File: config.mk
export PLATFORM = sky130hd
export DESIGN_NAME = vga_frame_streamer
export DESIGN_NICKNAME = d
export VERILOG_FILES = /design/src/rtl/vga_stream_pkg.sv /design/src/rtl/vga_skid_fifo.sv /design/src/rtl/vga_frame_streamer.sv
export SDC_FILE = /design/constraint.sdc
export NUM_CORES = 1
export LEC_CHECK = 0
export CAP_MARGIN = 25
export CORE_ASPECT_RATIO = 1.75
export CORE_MARGIN = 2
export CORE_UTILIZATION = 56
export CTS_CLUSTER_DIAMETER = 150
export CTS_CLUSTER_SIZE = 25
export DETAILED_ROUTE_END_ITERATION = 16
export HOLD_SLACK_MARGIN = 0.1
export PLACE_DENSITY_LB_ADDON = 0.08
export SLEW_MARGIN = 0
export SYNTH_ARGS = -nofsm -noshare
export SYNTH_HDL_FRONTEND = slang
export SYNTH_SLANG_ARGS = --single-unit
File: constraint.sdc
create_clock -name clk_clk -period 6.7 [get_ports clk_clk]
set_input_delay 1.34 -clock clk_clk [delete_from_list [all_inputs] [get_ports clk_clk]]
set_output_delay 1.34 -clock clk_clk [all_outputs]
set_load 0.02 [all_outputs]
File: src/rtl/vga_stream_pkg.sv
// vga_stream_pkg
//   Shared definitions for the VGA frame streamer: default pixel width,
//   Avalon-ST video packet type code and the streamer FSM state type.
package vga_stream_pkg;

    localparam int unsigned PIX_W_DEFAULT = 12;

    // Packet type carried in the header beat (video data packet).
    localparam logic [3:0] PKT_TYPE_VIDEO = 4'h0;

    typedef enum logic [1:0] {
        IDLE,
        HEADER,
        PIXELS
    } stream_state_e;

endpackage

File: src/rtl/vga_skid_fifo.sv
// vga_skid_fifo
//   Two-entry first-word-fall-through buffer between the frame-store read
//   pipeline and the Avalon-ST output.
// Ports:
//   clk, rst   clock, asynchronous active-high reset
//   push, din  write an entry (ignored when full)
//   pop        remove the head entry (ignored when empty)
//   count      current occupancy, 0..2
//   head       oldest entry, valid while count != 0
module vga_skid_fifo #(
    parameter int unsigned WIDTH = 13
) (
    input  logic             clk,
    input  logic             rst,
    input  logic             push,
    input  logic [WIDTH-1:0] din,
    input  logic             pop,
    output logic [1:0]       count,
    output logic [WIDTH-1:0] head
);

    logic [WIDTH-1:0] e0_q, e0_d;
    logic [WIDTH-1:0] e1_q, e1_d;
    logic [1:0]       count_q, count_d;

    // Pop first, then place the new entry behind whatever remains, so a
    // simultaneous push/pop keeps order at any occupancy.
    always_comb begin
        e0_d    = e0_q;
        e1_d    = e1_q;
        count_d = count_q;
        if (pop && (count_q != 2'd0)) begin
            e0_d    = e1_q;
            count_d = count_q - 2'd1;
        end
        if (push && (count_d != 2'd2)) begin
            if (count_d == 2'd0) begin
                e0_d = din;
            end else begin
                e1_d = din;
            end
            count_d = count_d + 2'd1;
        end
    end

    always_ff @(posedge clk or posedge rst) begin
        if (rst) begin
            e0_q    <= '0;
            e1_q    <= '0;
            count_q <= '0;
        end else begin
            e0_q    <= e0_d;
            e1_q    <= e1_d;
            count_q <= count_d;
        end
    end

    assign count = count_q;
    assign head  = e0_q;

endmodule

File: src/rtl/vga_frame_streamer.sv
// vga_frame_streamer
//   Reads a double-buffered frame store and emits one Avalon-ST video packet
//   per frame (optional header beat, then H_RES*V_RES pixels) toward the VGA
//   output subsystem, with display-bank swapping at frame boundaries.
// Ports:
//   clk_clk, reset_reset          clock, asynchronous active-high reset
//   enable                        stream frames back-to-back while high
//   swap_req / swap_ack           bank toggle request / applied pulse
//   disp_bank                     bank currently displayed
//   rd_en, rd_addr, rd_data       frame-store read port (1-cycle latency)
//   st_data, st_valid, st_sop,
//   st_eop, st_ready              Avalon-ST source toward the VGA subsystem
//   frame_done                    pulse after the EOP beat is accepted
//   busy                          high while a frame is in progress
module vga_frame_streamer
    import vga_stream_pkg::*;
#(
    parameter int unsigned H_RES       = 640,
    parameter int unsigned V_RES       = 480,
    parameter int unsigned PIX_W       = PIX_W_DEFAULT,
    parameter int unsigned ADDR_W      = 19,
    parameter bit          EMIT_HEADER = 1'b1
) (
    input  logic              clk_clk,
    input  logic              reset_reset,
    input  logic              enable,
    input  logic              swap_req,
    output logic              swap_ack,
    output logic              disp_bank,
    output logic              rd_en,
    output logic [ADDR_W:0]   rd_addr,
    input  logic [PIX_W-1:0]  rd_data,
    output logic [PIX_W-1:0]  st_data,
    output logic              st_valid,
    output logic              st_sop,
    output logic              st_eop,
    input  logic              st_ready,
    output logic              frame_done,
    output logic              busy
);

    localparam logic [ADDR_W-1:0] LAST_PIX = ADDR_W'(H_RES * V_RES - 1);

    stream_state_e     state_q, state_d;
    logic [ADDR_W-1:0] pix_cnt_q, pix_cnt_d;
    logic              rd_done_q, rd_done_d;
    logic              inflight_q, inflight_d;
    logic              inflight_eop_q, inflight_eop_d;
    logic              first_q, first_d;
    logic              disp_bank_q, disp_bank_d;
    logic              swap_pending_q, swap_pending_d;
    logic              swap_ack_q, swap_ack_d;
    logic              frame_done_q, frame_done_d;

    logic              rd_en_c;
    logic              fifo_pop;
    logic [1:0]        fifo_count;
    logic [PIX_W:0]    fifo_head;

    vga_skid_fifo #(
        .WIDTH (PIX_W + 1)
    ) u_skid (
        .clk   (clk_clk),
        .rst   (reset_reset),
        .push  (inflight_q),
        .din   ({inflight_eop_q, rd_data}),
        .pop   (fifo_pop),
        .count (fifo_count),
        .head  (fifo_head)
    );

    always_comb begin
        state_d        = state_q;
        pix_cnt_d      = pix_cnt_q;
        rd_done_d      = rd_done_q;
        first_d        = first_q;
        disp_bank_d    = disp_bank_q;
        swap_pending_d = swap_pending_q | swap_req;
        swap_ack_d     = 1'b0;
        frame_done_d   = 1'b0;
        rd_en_c        = 1'b0;
        fifo_pop       = 1'b0;
        st_valid       = 1'b0;
        st_data        = '0;
        st_sop         = 1'b0;
        st_eop         = 1'b0;

        case (state_q)
            IDLE: begin
                pix_cnt_d = '0;
                rd_done_d = 1'b0;
                first_d   = 1'b1;
                if (enable) begin
                    state_d = EMIT_HEADER ? HEADER : PIXELS;
                    if (swap_pending_q || swap_req) begin
                        disp_bank_d    = ~disp_bank_q;
                        swap_ack_d     = 1'b1;
                        swap_pending_d = 1'b0;
                    end
                end
            end
            HEADER: begin
                st_valid = 1'b1;
                st_sop   = 1'b1;
                st_data  = PIX_W'(PKT_TYPE_VIDEO);
                if (st_ready) begin
                    state_d = PIXELS;
                end
            end
            PIXELS: begin
                st_valid = (fifo_count != 2'd0);
                if (st_valid) begin
                    st_data = fifo_head[PIX_W-1:0];
                    st_eop  = fifo_head[PIX_W];
                    st_sop  = !EMIT_HEADER && first_q;
                end
                fifo_pop = st_valid && st_ready;
                if (fifo_pop) begin
                    first_d = 1'b0;
                    if (fifo_head[PIX_W]) begin
                        frame_done_d = 1'b1;
                        state_d      = IDLE;
                    end
                end
            end
            default: state_d = IDLE;
        endcase

        // Issue a read only if buffer plus in-flight data, less this cycle's
        // pop, leaves room; rd_done freezes pix_cnt on the last pixel.
        if ((state_q != IDLE) && !rd_done_q &&
            (({1'b0, fifo_count} + {2'b0, inflight_q}) < (3'd2 + {2'b0, fifo_pop}))) begin
            rd_en_c = 1'b1;
            if (pix_cnt_q == LAST_PIX) begin
                rd_done_d = 1'b1;
            end else begin
                pix_cnt_d = pix_cnt_q + ADDR_W'(1);
            end
        end

        inflight_d     = rd_en_c;
        inflight_eop_d = rd_en_c && (pix_cnt_q == LAST_PIX);
    end

    always_ff @(posedge clk_clk or posedge reset_reset) begin
        if (reset_reset) begin
            state_q        <= IDLE;
            pix_cnt_q      <= '0;
            rd_done_q      <= 1'b0;
            inflight_q     <= 1'b0;
            inflight_eop_q <= 1'b0;
            first_q        <= 1'b0;
            disp_bank_q    <= 1'b0;
            swap_pending_q <= 1'b0;
            swap_ack_q     <= 1'b0;
            frame_done_q   <= 1'b0;
        end else begin
            state_q        <= state_d;
            pix_cnt_q      <= pix_cnt_d;
            rd_done_q      <= rd_done_d;
            inflight_q     <= inflight_d;
            inflight_eop_q <= inflight_eop_d;
            first_q        <= first_d;
            disp_bank_q    <= disp_bank_d;
            swap_pending_q <= swap_pending_d;
            swap_ack_q     <= swap_ack_d;
            frame_done_q   <= frame_done_d;
        end
    end

    assign rd_en      = rd_en_c;
    assign rd_addr    = {disp_bank_q, pix_cnt_q};
    assign disp_bank  = disp_bank_q;
    assign swap_ack   = swap_ack_q;
    assign frame_done = frame_done_q;
    assign busy       = (state_q != IDLE);

endmodule

# Yosys cells after proc, flatten, opt, wreduce, memory -nomap -nowiden

Cells that the tools add are included.

Flip-flop bits (word level): 56
Bits in latches: 0
Output and inout port bits: 40
Input port bits: 17
Memories kept: 0
Word-level logic and storage cells: 77
Memory bits (writable): 0
Bits in read-only memories: 0

Reductions and logical operators: 15
Order comparisons: 1
Bitwise operators: 3
Equality and inequality tests: 8
Divide/modulo/power cells: 0
Shifts and indexed selects: 0
$mul: 0
$add $sub $neg: 5
Multiplexer cells: 33

Operators with widths:

| cell                                          | count |
|---|---|
| two-way mux 19 bit                            | 3 |
| two-way mux 13 bit                            | 3 |
| two-way mux 12 bit                            | 2 |
| adder 19 x 1 -> 19 bit, second input constant | 1 |
| == test 19 bit, second input constant         | 1 |
| two-way mux 1 bit                             | 17 |
| two-way mux 2 bit                             | 6 |
| != test 2 bit, second input constant          | 4 |
| logical AND 1 bit                             | 6 |
| case mux 2 bit (3 select lines)               | 1 |
| zero test 2 bit                               | 2 |
| AND reduction 4 bit                           | 1 |
| nonzero test 2 bit                            | 2 |
| adder 2 x 1 -> 3 bit                          | 1 |
| adder 2 x 1 -> 3 bit, first input constant    | 1 |
| less-than comparator 3 bit                    | 1 |
| AND reduction 3 bit                           | 1 |
| adder 2 x 1 -> 2 bit, second input constant   | 1 |
| == test 2 x 1 -> 1 bit, second input constant | 1 |
| == test 2 bit, second input constant          | 1 |
| != test 2 x 1 -> 1 bit, second input constant | 1 |
| inverter 1 bit                                | 2 |
| case mux 1 bit (2 select lines)               | 1 |
| AND reduction 2 bit                           | 1 |
| 4 further kinds                               | 4 |

# Logic depth before layout (Yosys ltp)

Depth after elaboration: 8
Depth in mapped cells: 11
Depth with buffers taken out: 9

# Modules after synthesis

A second synthesis with hierarchy kept.

Cells, all modules: 311
Area total of the unflattened synthesis: 3145.5 um2

Modules (own cells, without submodules):

| module             | area each (um2) | instances | sequential area each (um2) | cells each |
|---|---|---|---|---|
| vga_frame_streamer | 1594.0          | 1         | 700.7                      | 162 |
| vga_skid_fifo      | 1551.5          | 1         | 700.7                      | 149 |

# Least setup slack after synthesis

OpenSTA, ideal clock, no wires.

Path type: input to output
Start: input port st_ready
End: output port rd_en
Setup slack: 3.186 ns
Required time: 5.360 ns
Arrival time: 2.174 ns
Cell stages on the path: 4
Buffers on the path: 1
Cell sequence: and4bb_2 > o21ai_1 > buf_2 > inv_2

Word-level cells in the longest chain between the ends: 6

Ends and longest elaborated chain:

| element                    | RTL line                  | source |
|---|---|---|
| start: declaration         | vga_frame_streamer.sv:37  | `input logic st_ready,` |
| logical AND 1 bit          | vga_frame_streamer.sv:117 | `fifo_pop = st_valid && st_ready;` |
| two-way mux 1 bit          | vga_frame_streamer.sv:88  | `case (state_q)` |
| adder 2 x 1 -> 3 bit       | vga_frame_streamer.sv:132 | `(({1'b0, fifo_count} + {2'b0, inflight_q}) < (3'd2 + {2'b0, fifo_pop}))) begin` |
| less-than comparator 3 bit | vga_frame_streamer.sv:132 |  |
| logical AND 1 bit          | vga_frame_streamer.sv:131 | `if ((state_q != IDLE) && !rd_done_q &&` |
| two-way mux 1 bit          | vga_frame_streamer.sv:131 |  |
| end: declaration           | vga_frame_streamer.sv:30  | `output logic rd_en,` |

No other way between the ends.

# Final worst setup path

Same ends and word-level chain as after synthesis.

==> results by group <==
Status
  • Status: finished clean

Timing
  • RSZ-0062 raised after global routing: no
  • Period utilisation layout: 0.674
  • Final Skew: 10.8 ps
  • Worst-Margin Slew: 895 ps
  • Final WS setup: 2190 ps
  • Final setup TNS: 0 ps
  • Slew Limit Fails: 0
  • Fin crit period: 4510 ps
  • Worst slew margin: 0.401
  • Final setup vio count: 0
  • Final hold violations: 0
  • Peak Freq: 222 MHz

Synth
  • Synthesized instance count: 265
  • Post-Syn Area: 3030 sq um
  • Post-synth EDFFs: 0
  • Register area share after synthesis: 0.463
  • Synthesized area per cell: 11.4 sq um
  • Synthesized flop and latch total: 56
  • Synth Flop Type: dfrtp_1
  • Post-synth ARST share: 1.00
  • Syn. warnings: 0
  • Yosys top cell area share: 0.463
  • Syn_nets: 291
  • Cell accounting for the most synthesized area: dfrtp_1
  • Most frequent cell after synthesis: dfrtp_1
  • Most frequent cells after synthesis: 56 x dfrtp_1, 41 x mux2_2, 16 x nand2_1
  • Top cells by area, synth: dfrtp_1 46%, mux2_2 15%, ha_1 3.7%
  • Post-synthesis cell type count: 48

Routing
  • Remaining DRCs: 0
  • Vias after detailed routing: 2175
  • Router iterations before antenna repair: 4
  • Initial drt markers: 47
  • Vias per cell: 5.82
  • Wire length per cell: 15.8 microns
  • Number of routed nets with antenna violations: 0
  • Routed WL: 5.91 mm

Setup path
  • Reg2reg end: u_skid.head[6]
  • Worst Reg2Reg Path Length in Cells: 10
  • WP data required: 5360 ps
  • Crit path max-delay family: buffers and inverters
  • CP max stage delay: 620 ps
  • Critical Path Fanout Max: 12
  • Critical path's most frequent cell: clkdlybuf4s50_1
  • Reg2Reg Setup Slack: 4160 ps
  • WP buf/inv: 4
  • CP Data Arrival Time: 3170 ps
  • CP Class: in2out
  • CP startpoint kind: input port
  • Critical path, cell by cell: clkdlybuf4s50_1, and4bb_2, o21ai_1, buf_4, inv_2, clkdlybuf4s50_1
  • Critical path capture point type: primary output
  • Slowest CP cell: clkdlybuf4s50_1
  • R2r startpoint: u_skid.count[0]

Worst hold path
  • Hold path start: disp_bank
  • Hold Path End: disp_bank
  • Worst hold path class: reg2reg
  • Worst hold stages: 1

Clock tree
  • Worst-path clk slew: 100 ps
  • Cts repair resizes: 0
  • CTS Buf Count: 5
  • # Post-CTS Setup Buffers: 0
  • H-tree Lvls: 2
  • Hold_buf cts: 0
  • # clock sinks: 56
  • Root Driver: clkbuf_8
  • Clk_lat worst skew: 310 ps
  • CTS tree: done
  • CTS Buffer Depth: 2

Power and ir drop
  • Pwr Density: 350 nW/um^2
  • Leak Pwr: 0.00165 uW
  • Worst VDD drop: 0.000219 V

Placed design
  • Placed cell area: 3610 sq um
  • Count of buffers from port buffering: 56
  • Placer Congestion: 0.792
  • Pre-CTS setup slack: 2210 ps
  • Placed cells: 366
  • Final HPWL DP: 4.21 mm

Global routing
  • Gr usage total: 0.205
  • GR Overflow Total: 0
  • Vias in the first global route: 2163
  • Wire length of the first global-routing pass: 9.51 mm
  • Largest net degree at the start of global routing: 57
  • Initial antenna violation count: 0

Final layout
  • FF/Latch Area: 1400 sq um
  • Final nets: 344
  • Multi-input gate area: 1520 sq um
  • Layout cell share with drive strength beyond 1: 0.197
  • Fin cells: 374
  • ANT cells: 0
  • Layout area overhead: 22.5%
  • Final instance area: 3710 sq um
  • FILL cells: 420

Die
  • Row count: 35
  • Chip height: 101 microns
  • Starting Density: 0.576
  • Die Wd: 59.6 microns
  • Io pins: 57
  • Core Footprint: 5260 sq um
  • Die area: 6030 sq um

Job
  • Max cap viols: 0
[worst max path at each step]
stage                         from  endpoint  slack, ps  cells after the start
after floorplan           st_ready     rd_en       3190                      4
after global placement    st_ready     rd_en       2220                      6
after CTS                 st_ready     rd_en       2200                      6
after global routing      st_ready     rd_en       2070                      6
final                     st_ready     rd_en       2190                      6
after detailed placement  st_ready     rd_en       2210                      6
[cells by family after synthesis]
logic type / synth area share
fa+ha+maj: 0.0372
compound gates: 0.0707
buf+inv: 0.0359
simple gates: 0.173
mux: 0.212
xor+xnor: 0.00868
flops: 0.463
[per-stage QoR]
stage | power [uW] | hold WS, ps | util
finish | 1300 | 498 | 0.706
global route | 1390 | 518 | 0.706
CTS | 1310 | 496 | 0.706
detailed placement | 1120 | 472 | 0.687
global placement | 1100 | 467 | 0.687
floorplan | 936 | 455 | -
[metal layers]
metal | routed length [microns] | part of all wire | global-route usage | up-vias
li1 | - | - | - | 1042
met1 | 2260 | 0.38 | 0.211 | 1078
met4 | 94 | 0.016 | 0.0735 | 0
met5 | 0 | 0 | 0 | -
met3 | 184 | 0.031 | 0.0345 | 7
met2 | 3360 | 0.57 | 0.395 | 48
[cells in the final DEF (no fill, tap or decap), types with 2 or more instances in the layout]
master           netlist  routed
nor2_1                12      12
clkbuf_8               0       6
clkdlybuf4s50_1        0      56
o21ai_0                3       3
nor4_1                 3       3
a2111oi_2              2       2
dfrtp_1               56      56
nor2b_1               12      12
inv_1                 10       9
o21a_1                 2       2
inv_2                  1       2
mux2i_1                9       9
a21oi_1                4       4
nand3_1                8       8
and2_1                14      14
a211oi_1               5       5
and3_1                 3       3
mux2_2                41      41
ha_1                   9       9
nand2_1               16      16
buf_4                  2       3
and4_1                 2       2
nor3_1                 4       4
nand4_1                5       5
xnor2_1                2       2
mux2_1                 8       8
o21ai_1                2       2
[worst reg2reg max path: stages, from the launching register on]
cell and delay (ps):
dfrtp_1 390, inv_1 90, ha_1 250, nand3b_4 330, nand2_1 140, o21ai_0 130, ha_1 210, nor2b_1 270
o21ai_1 120, buf_4 210, mux2_2 290
[power by group]
| group | switching, uW | internal (uW) | leakage [uW] |
|---|---|---|---|
| Combinational | 303 | 306 | 0.000881 |
| Sequential | 54.1 | 442 | 0.000716 |
| Clock | 110 | 84.8 | 0.0000516 |
[registers in the layout, indices dropped and copies added, names as in the netlist]
register        count
inflight_eop_q      1
disp_bank           1
pix_cnt_q          19
u_skid.count        2
state_q             2
swap_ack            1
swap_pending_q      1
inflight_q          1
frame_done          1
rd_done_q           1
u_skid.head        13
u_skid.e1_q        13
[cell type report]
cell class	instances	share of cell area
multi-input combinational	185	0.409
clock inverter	2	0.00371
clock buffer	6	0.0223
sequential	56	0.378
timing repair buffer	59	0.157
tap	55	0.0186
inverter	11	0.0111
(Power assumes the default switching activity.)
